File: config.mk
export PLATFORM = sky130hd
export DESIGN_NAME = obstacle_spawner_flat
export DESIGN_NICKNAME = d
export VERILOG_FILES = /design/src/rtl/obstacle_spawner_pkg.sv /design/src/rtl/obstacle_spawner_if.sv /design/src/rtl/obstacle_spawner_slot.sv /design/src/rtl/obstacle_spawner.sv /design/src/flat_wrapper.sv
export SDC_FILE = /design/constraint.sdc
export NUM_CORES = 1
export LEC_CHECK = 0
export CELL_PAD_IN_SITES_DETAIL_PLACEMENT = 0
export CELL_PAD_IN_SITES_GLOBAL_PLACEMENT = 1
export CORE_MARGIN = 2
export CORE_UTILIZATION = 29
export CTS_CLUSTER_SIZE = 40
export DETAILED_ROUTE_END_ITERATION = 6
export PLACE_DENSITY = 0.64
export SYNTH_ARGS = -nofsm -noshare
export SYNTH_HDL_FRONTEND = slang
export SYNTH_SLANG_ARGS = --single-unit
File: constraint.sdc
create_clock -name clk -period 5.1 [get_ports clk]
set_input_delay 0.51 -clock clk [delete_from_list [all_inputs] [get_ports clk]]
set_output_delay 0.51 -clock clk [all_outputs]
set_load 0.02 [all_outputs]
File: src/rtl/obstacle_spawner_pkg.sv
// Shared screen geometry, coordinate widths and the spawn-x mapping used
// by the obstacle spawner and its slot sub-module.
package obstacle_spawner_pkg;

  localparam int SCREEN_W_DEF = 640;
  localparam int SCREEN_H_DEF = 480;
  localparam int OBJ_W_DEF    = 32;
  localparam int OBJ_H_DEF    = 16;
  localparam int COORD_W      = 10;
  localparam int ARITH_W      = 11;

  typedef logic [COORD_W-1:0] coord_t;
  typedef logic [ARITH_W-1:0] wide_t;

  // Fold an RNG sample into [0, xr); relies on 2*xr exceeding the RNG range.
  function automatic coord_t map_spawn_x(input coord_t rnd, input coord_t xr);
    coord_t res;
    if (rnd < xr) begin
      res = rnd;
    end else begin
      res = coord_t'(rnd - xr);
    end
    return res;
  endfunction

endpackage

File: src/rtl/obstacle_spawner_if.sv
// Game-side and pixel-side signal bundle of the obstacle spawner.
import obstacle_spawner_pkg::*;

interface obstacle_spawner_if #(
  parameter int NUM_OBJ = 4
);
  logic               enable;
  logic               frame;
  coord_t             rand_i;
  coord_t             pix_x;
  coord_t             pix_y;
  logic               hit_o;
  logic               spawn_o;
  logic [NUM_OBJ-1:0] obj_active_o;
  logic [7:0]         drop_cnt_o;

  modport master (
    output enable, frame, rand_i, pix_x, pix_y,
    input  hit_o, spawn_o, obj_active_o, drop_cnt_o
  );

  modport slave (
    input  enable, frame, rand_i, pix_x, pix_y,
    output hit_o, spawn_o, obj_active_o, drop_cnt_o
  );
endinterface

File: src/rtl/obstacle_spawner_slot.sv
// One falling obstacle: position/active state, per-frame motion with
// off-screen drop, spawn load and the pixel-inside test.
import obstacle_spawner_pkg::*;

module obstacle_slot #(
  parameter int OBJ_W    = OBJ_W_DEF,
  parameter int OBJ_H    = OBJ_H_DEF,
  parameter int SCREEN_H = SCREEN_H_DEF,
  parameter int SPEED    = 2
) (
  input  logic   clk,
  input  logic   rst,
  input  logic   move,
  input  logic   load,
  input  coord_t load_x,
  input  coord_t pix_x,
  input  coord_t pix_y,
  output logic   active,
  output logic   drop,
  output logic   hit
);

  logic   active_r;
  coord_t x_r;
  coord_t y_r;
  wide_t  y_next_s;
  logic   in_x_s;
  logic   in_y_s;

  // Next row and the off-screen test, done one bit wider than a coordinate
  always_comb begin
    y_next_s = wide_t'(y_r) + wide_t'(SPEED);
    drop     = active_r & move & (y_next_s >= wide_t'(SCREEN_H));
  end

  // Pixel-inside test against the current (pre-update) position
  always_comb begin
    in_x_s = (wide_t'(pix_x) >= wide_t'(x_r)) &&
             (wide_t'(pix_x) <  (wide_t'(x_r) + wide_t'(OBJ_W)));
    in_y_s = (wide_t'(pix_y) >= wide_t'(y_r)) &&
             (wide_t'(pix_y) <  (wide_t'(y_r) + wide_t'(OBJ_H)));
    hit    = active_r & in_x_s & in_y_s;
  end

  // Slot state: load only ever targets an inactive slot, so it never meets a move
  always_ff @(posedge clk) begin
    if (rst) begin
      active_r <= 1'b0;
      x_r      <= {COORD_W{1'b0}};
      y_r      <= {COORD_W{1'b0}};
    end else if (load) begin
      active_r <= 1'b1;
      x_r      <= load_x;
      y_r      <= {COORD_W{1'b0}};
    end else if (drop) begin
      active_r <= 1'b0;
      x_r      <= {COORD_W{1'b0}};
      y_r      <= {COORD_W{1'b0}};
    end else if (active_r && move) begin
      y_r      <= y_next_s[COORD_W-1:0];
    end else begin
      y_r      <= y_r;
    end
  end

  assign active = active_r;

endmodule

File: src/rtl/obstacle_spawner.sv
// Obstacle pool: frame-edge detection, periodic spawn into the lowest free
// slot at an RNG-derived column, drop counting and the registered pixel hit.
import obstacle_spawner_pkg::*;

module obstacle_spawner #(
  parameter int NUM_OBJ      = 4,
  parameter int OBJ_W        = OBJ_W_DEF,
  parameter int OBJ_H        = OBJ_H_DEF,
  parameter int SCREEN_W     = SCREEN_W_DEF,
  parameter int SCREEN_H     = SCREEN_H_DEF,
  parameter int SPAWN_PERIOD = 30,
  parameter int SPEED        = 2
) (
  input  logic                clk,
  input  logic                rst,
  obstacle_spawner_if.slave   bus
);

  localparam int CNT_W = (SPAWN_PERIOD > 1) ? $clog2(SPAWN_PERIOD) : 1;

  logic               frame_d_r;
  logic [CNT_W-1:0]   spawn_cnt_r;
  logic [7:0]         drop_cnt_r;
  logic               hit_r;
  logic               spawn_r;

  logic               frame_tick_s;
  logic               update_s;
  logic               attempt_s;
  logic               free_found_s;
  logic [NUM_OBJ-1:0] free_onehot_s;
  logic [NUM_OBJ-1:0] load_s;
  logic [NUM_OBJ-1:0] active_s;
  logic [NUM_OBJ-1:0] drop_s;
  logic [NUM_OBJ-1:0] hit_s;
  logic [8:0]         drop_sum_s;
  logic [8:0]         drop_total_s;
  coord_t             spawn_x_s;

  // Rising-edge frame update gated by the game-running flag
  always_comb begin
    frame_tick_s = bus.frame & ~frame_d_r;
    update_s     = frame_tick_s & bus.enable;
    attempt_s    = update_s & (spawn_cnt_r == CNT_W'(SPAWN_PERIOD - 1));
    spawn_x_s    = map_spawn_x(bus.rand_i, coord_t'(SCREEN_W - OBJ_W));
  end

  // Lowest-index slot that is inactive before this update
  always_comb begin
    free_found_s  = 1'b0;
    free_onehot_s = {NUM_OBJ{1'b0}};
    for (int i = 0; i < NUM_OBJ; i++) begin
      if (!active_s[i] && !free_found_s) begin
        free_found_s     = 1'b1;
        free_onehot_s[i] = 1'b1;
      end else begin
        free_onehot_s[i] = 1'b0;
      end
    end
    load_s = attempt_s ? free_onehot_s : {NUM_OBJ{1'b0}};
  end

  // Number of slots leaving the screen this cycle, added to the running count
  always_comb begin
    drop_sum_s = 9'd0;
    for (int i = 0; i < NUM_OBJ; i++) begin
      drop_sum_s = drop_sum_s + {8'd0, drop_s[i]};
    end
    drop_total_s = {1'b0, drop_cnt_r} + drop_sum_s;
  end

  for (genvar g = 0; g < NUM_OBJ; g++) begin : g_slot
    obstacle_slot #(
      .OBJ_W    (OBJ_W),
      .OBJ_H    (OBJ_H),
      .SCREEN_H (SCREEN_H),
      .SPEED    (SPEED)
    ) u_slot (
      .clk    (clk),
      .rst    (rst),
      .move   (update_s),
      .load   (load_s[g]),
      .load_x (spawn_x_s),
      .pix_x  (bus.pix_x),
      .pix_y  (bus.pix_y),
      .active (active_s[g]),
      .drop   (drop_s[g]),
      .hit    (hit_s[g])
    );
  end

  // Control registers; reset wins over any concurrent frame update
  always_ff @(posedge clk) begin
    if (rst) begin
      frame_d_r   <= 1'b0;
      spawn_cnt_r <= {CNT_W{1'b0}};
      drop_cnt_r  <= 8'd0;
      hit_r       <= 1'b0;
      spawn_r     <= 1'b0;
    end else begin
      frame_d_r <= bus.frame;
      hit_r     <= |hit_s;
      spawn_r   <= attempt_s & free_found_s;
      if (attempt_s) begin
        spawn_cnt_r <= {CNT_W{1'b0}};
      end else if (update_s) begin
        spawn_cnt_r <= spawn_cnt_r + {{(CNT_W-1){1'b0}}, 1'b1};
      end else begin
        spawn_cnt_r <= spawn_cnt_r;
      end
      if (drop_total_s > 9'd255) begin
        drop_cnt_r <= 8'd255;
      end else begin
        drop_cnt_r <= drop_total_s[7:0];
      end
    end
  end

  assign bus.hit_o        = hit_r;
  assign bus.spawn_o      = spawn_r;
  assign bus.obj_active_o = active_s;
  assign bus.drop_cnt_o   = drop_cnt_r;

endmodule
File: src/flat_wrapper.sv
// flat-port wrapper written by rule: the top's interface ports become plain ports
module obstacle_spawner_flat 
#(
  parameter int NUM_OBJ      = 4,
  parameter int OBJ_W        = OBJ_W_DEF,
  parameter int OBJ_H        = OBJ_H_DEF,
  parameter int SCREEN_W     = SCREEN_W_DEF,
  parameter int SCREEN_H     = SCREEN_H_DEF,
  parameter int SPAWN_PERIOD = 30,
  parameter int SPEED        = 2
)
  (clk, rst, bus_enable, bus_frame, bus_rand_i, bus_pix_x, bus_pix_y, bus_hit_o, bus_spawn_o, bus_obj_active_o, bus_drop_cnt_o);
  obstacle_spawner_if #(.NUM_OBJ(NUM_OBJ)) bus_i ();
  input  logic clk;
  input  logic rst;
  input wire logic [$bits(bus_i.enable)-1:0] bus_enable;
  input wire logic [$bits(bus_i.frame)-1:0] bus_frame;
  input wire logic [$bits(bus_i.rand_i)-1:0] bus_rand_i;
  input wire logic [$bits(bus_i.pix_x)-1:0] bus_pix_x;
  input wire logic [$bits(bus_i.pix_y)-1:0] bus_pix_y;
  output wire logic [$bits(bus_i.hit_o)-1:0] bus_hit_o;
  output wire logic [$bits(bus_i.spawn_o)-1:0] bus_spawn_o;
  output wire logic [$bits(bus_i.obj_active_o)-1:0] bus_obj_active_o;
  output wire logic [$bits(bus_i.drop_cnt_o)-1:0] bus_drop_cnt_o;
  assign bus_i.enable = bus_enable;
  assign bus_i.frame = bus_frame;
  assign bus_i.rand_i = bus_rand_i;
  assign bus_i.pix_x = bus_pix_x;
  assign bus_i.pix_y = bus_pix_y;
  assign bus_hit_o = bus_i.hit_o;
  assign bus_spawn_o = bus_i.spawn_o;
  assign bus_obj_active_o = bus_i.obj_active_o;
  assign bus_drop_cnt_o = bus_i.drop_cnt_o;
  obstacle_spawner #(.NUM_OBJ(NUM_OBJ), .OBJ_W(OBJ_W), .OBJ_H(OBJ_H), .SCREEN_W(SCREEN_W), .SCREEN_H(SCREEN_H), .SPAWN_PERIOD(SPAWN_PERIOD), .SPEED(SPEED)) u_core (.clk(clk), .rst(rst), .bus(bus_i));
endmodule
==> results of run 1 <==
## worst max path at each step
stage / start / end / slack (ps)
after CTS: u_core.g_slot[1].u_slot.y_r[1]$_SDFFE_PP0P_ / u_core.bus.drop_cnt_o[0]$_SDFF_PP0_ / 1100
after detailed placement: bus_frame / u_core.bus.drop_cnt_o[5]$_SDFF_PP0_ / 840
after floorplan: u_core.g_slot[0].u_slot.y_r[4]$_SDFFE_PP0P_ / u_core.bus.drop_cnt_o[0]$_SDFF_PP0_ / 1520
after global routing: u_core.g_slot[1].u_slot.y_r[1]$_SDFFE_PP0P_ / u_core.bus.drop_cnt_o[5]$_SDFF_PP0_ / 790
after global placement: bus_frame / u_core.bus.drop_cnt_o[1]$_SDFF_PP0_ / 850
final: u_core.g_slot[1].u_slot.y_r[4]$_SDFFE_PP0P_ / u_core.bus.drop_cnt_o[0]$_SDFF_PP0_ / 1130
## worst min-delay path, delay by kind of cell, from the launching register on
family             cells  cell delay (ps)
and+or+nand+nor        1               60
AOI/OAI and AO/OA      1               60
DFF                    1              310
## synthesized netlist by cell type (3+ instances only)
library cell	number	share of area, %
a2111oi_0	5	0.56
a211oi_1	3	0.29
a21o_1	14	1.3
a21oi_1	47	3.0
a22o_1	4	0.45
a22oi_1	4	0.38
a311oi_1	3	0.33
a31oi_1	7	0.56
and2_1	7	0.56
and3_1	10	0.80
and4_1	3	0.33
buf_2	3	0.19
buf_4	5	0.48
buf_6	3	0.43
clkbuf_1	3	0.14
dfxtp_1	96	24
ha_1	144	23
inv_1	94	4.5
nand2_1	80	3.8
nand2_2	3	0.24
nand2b_1	11	0.88
nand3_1	44	2.8
nand4_1	15	1.2
nor2_1	67	3.2
nor2_2	10	0.80
nor2b_1	17	1.4
nor3_1	28	1.8
nor4_1	3	0.24
o2111ai_1	5	0.56
o211ai_1	6	0.57
o21a_1	8	0.76
o21ai_0	57	3.6
o21ai_1	4	0.25
o221ai_1	4	0.45
or3_1	5	0.40
xnor2_1	74	8.2
xor2_1	4	0.45
## routing by layer
metal,global-route usage (%),routed length [um],vias up
met5,0,0,-
met4,4.35,420,0
met3,1.94,442,20
met2,26.5,9860,87
met1,22.2,11100,3058
li1,-,-,3420
## metrics by stage
stage / cells / util (%) / setup WS, ps
2_1_floorplan: 947 / - / 1520
3_3_place_gp: 1322 / 32.3 / 851
3_5_place_dp: 1322 / 32.3 / 837
4_1_cts: 1338 / 33.5 / 1100
5_1_grt: 1338 / 33.5 / 794
6_report: 1338 / 33.5 / 1130
## power by group
group | switching (uW) | leakage [uW] | total (uW) | internal (uW)
clock | 369 | 0.000150 | 721 | 352
combinational | 128 | 0.00238 | 218 | 89.9
sequential | 1.73 | 0.000773 | 752 | 750
## cells by family (layout without fill, tap and decap cells)
logic type / Yosys count / after routing / share of synthesized area [%]
buf+inv: 110 / 160 / 5.84
mux: 1 / 1 / 0.127
compound gates: 192 / 192 / 16.2
xor+xnor: 78 / 78 / 8.70
simple gates: 324 / 324 / 21.2
flops: 96 / 96 / 24.5
fa+ha+maj: 146 / 146 / 23.4
## final cells by class
cell class,instances,area (sq um),area share (%)
well taps,341,427,4.75
clock inverters,7,81.3,0.906
repair buffers,50,493,5.49
inverters,94,353,3.93
clock buffers,9,225,2.51
multi-input cells,741,5480,61.0
flip-flops and latches,96,1920,21.4
## flip-flops by register name, summed over array words and instances (netlist names)
name,cells
u_core.g_slot.u_slot.x_r,40
u_core.g_slot.u_slot.y_r,36
u_core.bus.drop_cnt_o,8
u_core.spawn_cnt_r,5
u_core.g_slot.u_slot.active,4
u_core.bus.hit_o,1
u_core.bus.spawn_o,1
u_core.frame_d_r,1
==> results_tabular.tex, run 1 <==
\begin{tabular}{lr}
\hline
Metric & Value \\
\hline
\multicolumn{2}{l}{\textbf{Die}} \\
Row Count & 60 \\
Starting density of the core & approximately 29\% \\
Area enclosed by the die boundary & $\sim$28000 sq um \\
Die height & $\sim$170 um \\
I/O pin cnt & 48 \\
Width of the die & around 170 um \\
Placeable Area & between 20000 and 30000 sq um \\
\multicolumn{2}{l}{\textbf{Synth}} \\
Syn\_area\_per\_cell & a little over 8 sq um \\
Cell Area, Synth & approximately 7900 sq um \\
Synth Warn \# & 0 \\
Synth Flop Type & dfxtp\_1 \\
Net count of the mapped netlist & $\sim$1.1k \\
Gate count of the mapped netlist & 947 \\
Number of distinct standard cells referenced by the synthesized netlist & 74 \\
Synth async-reset ratio & 0\% \\
Flop and latch count out of synthesis & 96 \\
Share of synthesized area occupied by flip-flops and latches & around a quarter \\
Number of flops mapped to enable cells by yosys & 0 \\
\multicolumn{2}{l}{\textbf{Timing}} \\
Final worst hold slack & around 470 ps \\
Unrepaired setup endpoints after global routing & no \\
Final critical-path required period & around 4000 ps \\
Measured slew at the worst slew-check pin & approximately 840 ps \\
Final count of negative-setup-slack endpoints & 0 \\
Max-slew violation count & 0 \\
Final Cycle Share & about 78\% \\
Summed negative setup slack over all endpoints & 0 ps \\
Max Fclk & 252 MHz \\
Hold Vio Cnt, Final & 0 \\
Post-Route Skew & 14.2 ps \\
Worst slew margin relative to its limit & between 40\% and 50\% \\
\multicolumn{2}{l}{\textbf{Route}} \\
Routed vias & approximately 6.6k \\
Aggregate routed wire length & 21800 um \\
Routed wire length per instance & around 16 um \\
\# DRC & 0 \\
Iteration count of the initial detailed-routing pass & 7 \\
Via-per-instance ratio & between 4 and 5 \\
Drt initial violations & roughly 330 \\
Post-route antenna net violation count & 0 \\
\multicolumn{2}{l}{\textbf{Worst setup path}} \\
Element type at the critical path end & flip-flop \\
Cell family with most CP delay & adder cells \\
CP Class & reg2reg \\
Crit path depth & 17 \\
Endpoint of the worst-slack reg-to-reg timing path & u\_core.bus.drop\_cnt\_o[0]\$\_SDFF\_PP0\_ \\
CP Data Arrival Time & roughly 4200 ps \\
Peak per-stage delay on the critical path & approximately 500 ps \\
Worst path required time & 5360 ps \\
Buffers and inverters on the worst path & 3 \\
Worst R2R Start & u\_core.g\_slot[1].u\_slot.y\_r[4]\$\_SDFFE\_PP0P\_ \\
Cell with the largest stage delay on the worst path & fa\_1 \\
Crit-path cells & ha\_1 -> nand3\_1 -> or2\_2 -> nor2\_1 -> o31ai\_4 -> inv\_1 -> ha\_1 -> inv\_1 -> fa\_1 -> inv\_1 -> ha\_1 -> fa\_1 -> a21oi\_1 -> nor2b\_1 -> and3\_1 -> nand3\_1 -> a21oi\_1 \\
Sort of element at the start of the critical path & flip-flop \\
Reg2Reg Depth & 17 \\
R2r setup slk & 1130 ps \\
Critical-path maximum fanout & 6 \\
\multicolumn{2}{l}{\textbf{CTS}} \\
Maximum count of clock buffers along a single path & 2 \\
Root buf cell & clkbuf\_16 \\
CTS clk-pin slew, worst paths & 90 ps \\
Clock tree from TritonCTS & built \\
TritonCTS buffer count & 9 \\
Clock latency on the worst-skew pair & between 300 and 400 ps \\
Clock tree sinks & 96 \\
Resized cells post-CTS & 0 \\
Hold-fix buffers at CTS & 0 \\
\# H-tree levels & 3 \\
Buffers inserted by post-CTS timing repair & 0 \\
\multicolumn{2}{l}{\textbf{Cells and area}} \\
Cell area after layout & 8980 sq um \\
Most common cell after layout, fill and taps aside & ha\_1 \\
Share of cells above drive strength 1 & 5.42\% \\
Area Growth Syn to Fin & 14.3\% \\
Final-layout fill cell count & 2798 \\
Most used cells in the layout excluding fill and tap cells & ha\_1 (144), dfxtp\_1 (96), inv\_1 (94) \\
NumNets Final & roughly 1.2k \\
Ant. Diodes & 0 \\
\multicolumn{2}{l}{\textbf{Global routing}} \\
Antenna violations before repair & 0 \\
Largest net degree at the start of global routing & 21 \\
Wire length of the first global-routing pass & $\sim$36000 um \\
Vias in the first global route & 6498 \\
Total GRT Usage & between 10\% and 20\% \\
Total grt overflow & 0 \\
\multicolumn{2}{l}{\textbf{Pwr}} \\
Total power consumption of the routed design & 1690 uW \\
LEAKAGE & 0.00330 uW \\
Power density of the placed cells & around 190 nW/um\^{}2 \\
Worst vdd rail ir drop & 0.132 mV \\
\multicolumn{2}{l}{\textbf{Place}} \\
Hpwl dp & 17200 um \\
Port-buffer cells & 47 \\
Area post-placement & between 8000 and 9000 sq um \\
Routability Congestion & roughly 0.79 \\
\multicolumn{2}{l}{\textbf{Hold path}} \\
Worst hold path startpoint & u\_core.g\_slot[1].u\_slot.x\_r[2]\$\_SDFFE\_PP0P\_ \\
Number of cells traversed by the worst hold path & 2 \\
Sink of the worst hold path & u\_core.g\_slot[1].u\_slot.x\_r[2]\$\_SDFFE\_PP0P\_ \\
Worst min-delay path class & reg2reg \\
\multicolumn{2}{l}{\textbf{Status}} \\
Result of the run & complete, no violations \\
\multicolumn{2}{l}{\textbf{Flow run}} \\
Maximum capacitance violations & 0 \\
\hline
\end{tabular}
No activity file was read; power rests on OpenSTA's default activity.
==> inputs of run 2 (changes only) <==
==> constraint.sdc (replaced) <==
create_clock -name clk -period 4.1 [get_ports clk]
set_input_delay 0.41 -clock clk [delete_from_list [all_inputs] [get_ports clk]]
set_output_delay 0.41 -clock clk [all_outputs]
set_load 0.02 [all_outputs]
==> results_tabular.tex, run 2 (synthesized netlist as in run 1, its figures left out) <==
\begin{tabular}{lr}
\hline
Metric & Value \\
\hline
\multicolumn{2}{l}{\textbf{CTS}} \\
Clock tree sinks & 96 \\
Clock latency on the worst-skew pair & 360 ps \\
TritonCTS buffer count & 9 \\
Maximum count of clock buffers along a single path & 2 \\
\# H-tree levels & 3 \\
Root buf cell & clkbuf\_16 \\
Clock tree from TritonCTS & built \\
CTS clk-pin slew, worst paths & 80 ps \\
Hold-fix buffers at CTS & 0 \\
\multicolumn{2}{l}{\textbf{Cells and area}} \\
Count of non-filler cells in the finished layout & around 1.4k \\
Largest reg by FF count & u\_core.g\_slot.u\_slot.x\_r \\
Area Growth Syn to Fin & 15.8\% \\
Most common cell after layout, fill and taps aside & ha\_1 \\
NumNets Final & between 1k and 1.5k \\
Share of cells above drive strength 1 & under 10\% \\
Largest register FFs & 40 \\
Ant. Diodes & 0 \\
Final-layout fill cell count & between 2k and 3k \\
Most used cells in the layout excluding fill and tap cells & ha\_1 (144), dfxtp\_1 (95), inv\_1 (94) \\
\multicolumn{2}{l}{\textbf{Timing}} \\
Post-Route Skew & between 10 and 15 ps \\
Summed negative setup slack over all endpoints & 0 ps \\
Final critical-path required period & 3790 ps \\
Worst slew margin relative to its limit & 39.6\% \\
Max Fclk & roughly 260 MHz \\
Hold Vio Cnt, Final & 0 \\
Max-slew violation count & 0 \\
Final Cycle Share & about 92\% \\
Final count of negative-setup-slack endpoints & 0 \\
Measured slew at the worst slew-check pin & about 900 ps \\
Worst Setup Slack, final & between 300 and 400 ps \\
\multicolumn{2}{l}{\textbf{Global routing}} \\
Total GRT Usage & between 15 and 20\% \\
Vias in the first global route & around 6.5k \\
Antenna violations before repair & 0 \\
Total grt overflow & 0 \\
Wire length of the first global-routing pass & between 30000 and 40000 um \\
Largest net degree at the start of global routing & 18 \\
\multicolumn{2}{l}{\textbf{Flow run}} \\
Maximum capacitance violations & 0 \\
\multicolumn{2}{l}{\textbf{Pwr}} \\
Relative contribution of the clock network to total power & 43.0\% \\
Power dissipated by switching net loads & just under 600 uW \\
Switching share of power & between 20\% and 30\% \\
Combinational share of power & roughly 13\% \\
LEAKAGE & 0.00338 uW \\
Power density of the placed cells & about 230 nW/um\^{}2 \\
Worst vdd rail ir drop & 0.210 mV \\
Sequential Power Share & between 40 and 50\% \\
Cell-internal power & approximately 1500 uW \\
\multicolumn{2}{l}{\textbf{Route}} \\
Post-route antenna net violation count & 0 \\
Uppermost routed layer & met4 \\
Routed wire length per instance & between 15 and 20 um \\
Met2 WL post-DR & 10100 um \\
Routed vias & around 6.6k \\
\# DRC & 0 \\
Met3 wirelength from detailed routing & $\sim$550 um \\
Via-per-instance ratio & between 4 and 5 \\
WL met1 & $\sim$11000 um \\
Drt initial violations & about 280 \\
Aggregate routed wire length & about 22000 um \\
Iteration count of the initial detailed-routing pass & 4 \\
\multicolumn{2}{l}{\textbf{Worst setup path}} \\
CP Class & reg2reg \\
Worst path required time & roughly 4400 ps \\
Buffers and inverters on the worst path & 3 \\
CP Data Arrival Time & $\sim$4000 ps \\
Critical-path maximum fanout & 6 \\
Cell with the largest stage delay on the worst path & fa\_1 \\
Cell family with most CP delay & adder cells \\
Sort of element at the start of the critical path & flip-flop \\
Element type at the critical path end & flip-flop \\
Peak per-stage delay on the critical path & $\sim$500 ps \\
Crit-path cells & ha\_1 -> nand2\_1 -> nor3\_2 -> xnor2\_1 -> o31ai\_4 -> inv\_1 -> ha\_1 -> inv\_1 -> fa\_1 -> inv\_1 -> ha\_1 -> fa\_1 -> a21oi\_1 -> nor2b\_1 -> and3\_1 -> nand3\_2 -> a21oi\_1 \\
\multicolumn{2}{l}{\textbf{Place}} \\
Port-buffer cells & 47 \\
Routability Congestion & between 0.8 and 0.9 \\
Hpwl dp & 17400 um \\
Setup slack after placement & approximately 150 ps \\
Placed Cells incl. Taps & around 1.3k \\
\multicolumn{2}{l}{\textbf{Hold path}} \\
Worst min-delay path class & reg2reg \\
\multicolumn{2}{l}{\textbf{Die}} \\
Area enclosed by the die boundary & roughly 28000 sq um \\
Die height & 169 um \\
I/O pin cnt & 48 \\
Width of the die & 169 um \\
Starting density of the core & between 20 and 30\% \\
Row Count & 60 \\
Placeable Area & 26800 sq um \\
\multicolumn{2}{l}{\textbf{Status}} \\
Result of the run & complete, no violations \\
\hline
\end{tabular}
## run 2: changes by cell type in the layout (fill, tap and decap cells not counted), sizes merged
cell	delta
buf	+16
bufinv	+1
clkinv	-2
## run 2: what timing repair did
action / in CTS / in global routing
setup buffers: 0 / 3
endpoints found under the setup margin: 0 / 8
gates resized for setup: 0 / 2
## run 2: metal layers
layer / global-route usage, % / vias to the layer above
li1: - / 3457
met3: 2.50 / 14
met2: 26.2 / 67
met4: 3.75 / 0
met5: 0 / -
met1: 22.4 / 3015
## run 2: power groups by stage
stage                     clock, uW  sequential, uW  combinational [uW]
after floorplan                   0             957                 151
after global placement            0             957                 273
after detailed placement          0             958                 274
after CTS                       942             935                 276
after global routing            972             936                 310
final                           909             935                 272
## run 2: area by class of cell
| class | count | area [sq um] | share of cell area [%] |
|---|---|---|---|
| Sequential cell | 96 | 1920 | 21.1 |
| Inverter | 94 | 353 | 3.88 |
| Tap cell | 341 | 427 | 4.69 |
| Clock buffer | 9 | 225 | 2.48 |
| Timing Repair Buffer | 66 | 613 | 6.74 |
| Clock inverter | 6 | 75.1 | 0.825 |
| Multi-Input combinational cell | 741 | 5480 | 60.2 |
## run 2: path summary, 6_finish.rpt
check | start | end | slack (ps) | cells after the start
setup / recovery | u_core.g_slot[1].u_slot.y_r[2]$_SDFFE_PP0P_ | u_core.bus.drop_cnt_o[1]$_SDFF_PP0_ | 310 | 17
hold / removal | u_core.g_slot[1].u_slot.x_r[2]$_SDFFE_PP0P_ | u_core.g_slot[1].u_slot.x_r[2]$_SDFFE_PP0P_ | 470 | 2
setup reg to reg | u_core.g_slot[1].u_slot.y_r[2]$_SDFFE_PP0P_ | u_core.bus.drop_cnt_o[1]$_SDFF_PP0_ | 310 | 17
hold reg to reg | u_core.g_slot[1].u_slot.x_r[2]$_SDFFE_PP0P_ | u_core.g_slot[1].u_slot.x_r[2]$_SDFFE_PP0P_ | 470 | 2
## run 2: worst reg2reg max path: stages (launching register included)
cell and delay [ps]:
dfxtp_2 370, ha_1 190, nand2_1 100, nor3_2 240
xnor2_1 140, o31ai_4 400, inv_1 90, ha_1 290
inv_1 50, fa_1 500, inv_1 40, ha_1 210
fa_1 400, a21oi_1 160, nor2b_1 80, and3_1 210
nand3_2 140, a21oi_1 80
## run 2: metrics by stage
step                total power, uW  cell area (sq um)  hold slack [ps]  utilization, %
global route                   2220               9100              500            33.9
detailed placement             1230               8770              465            32.7
finish                         2120               9100              474            33.9
floorplan                      1110               7860              446               -
CTS                            2150               9070              476            33.8
global placement               1230               8770              460            32.7
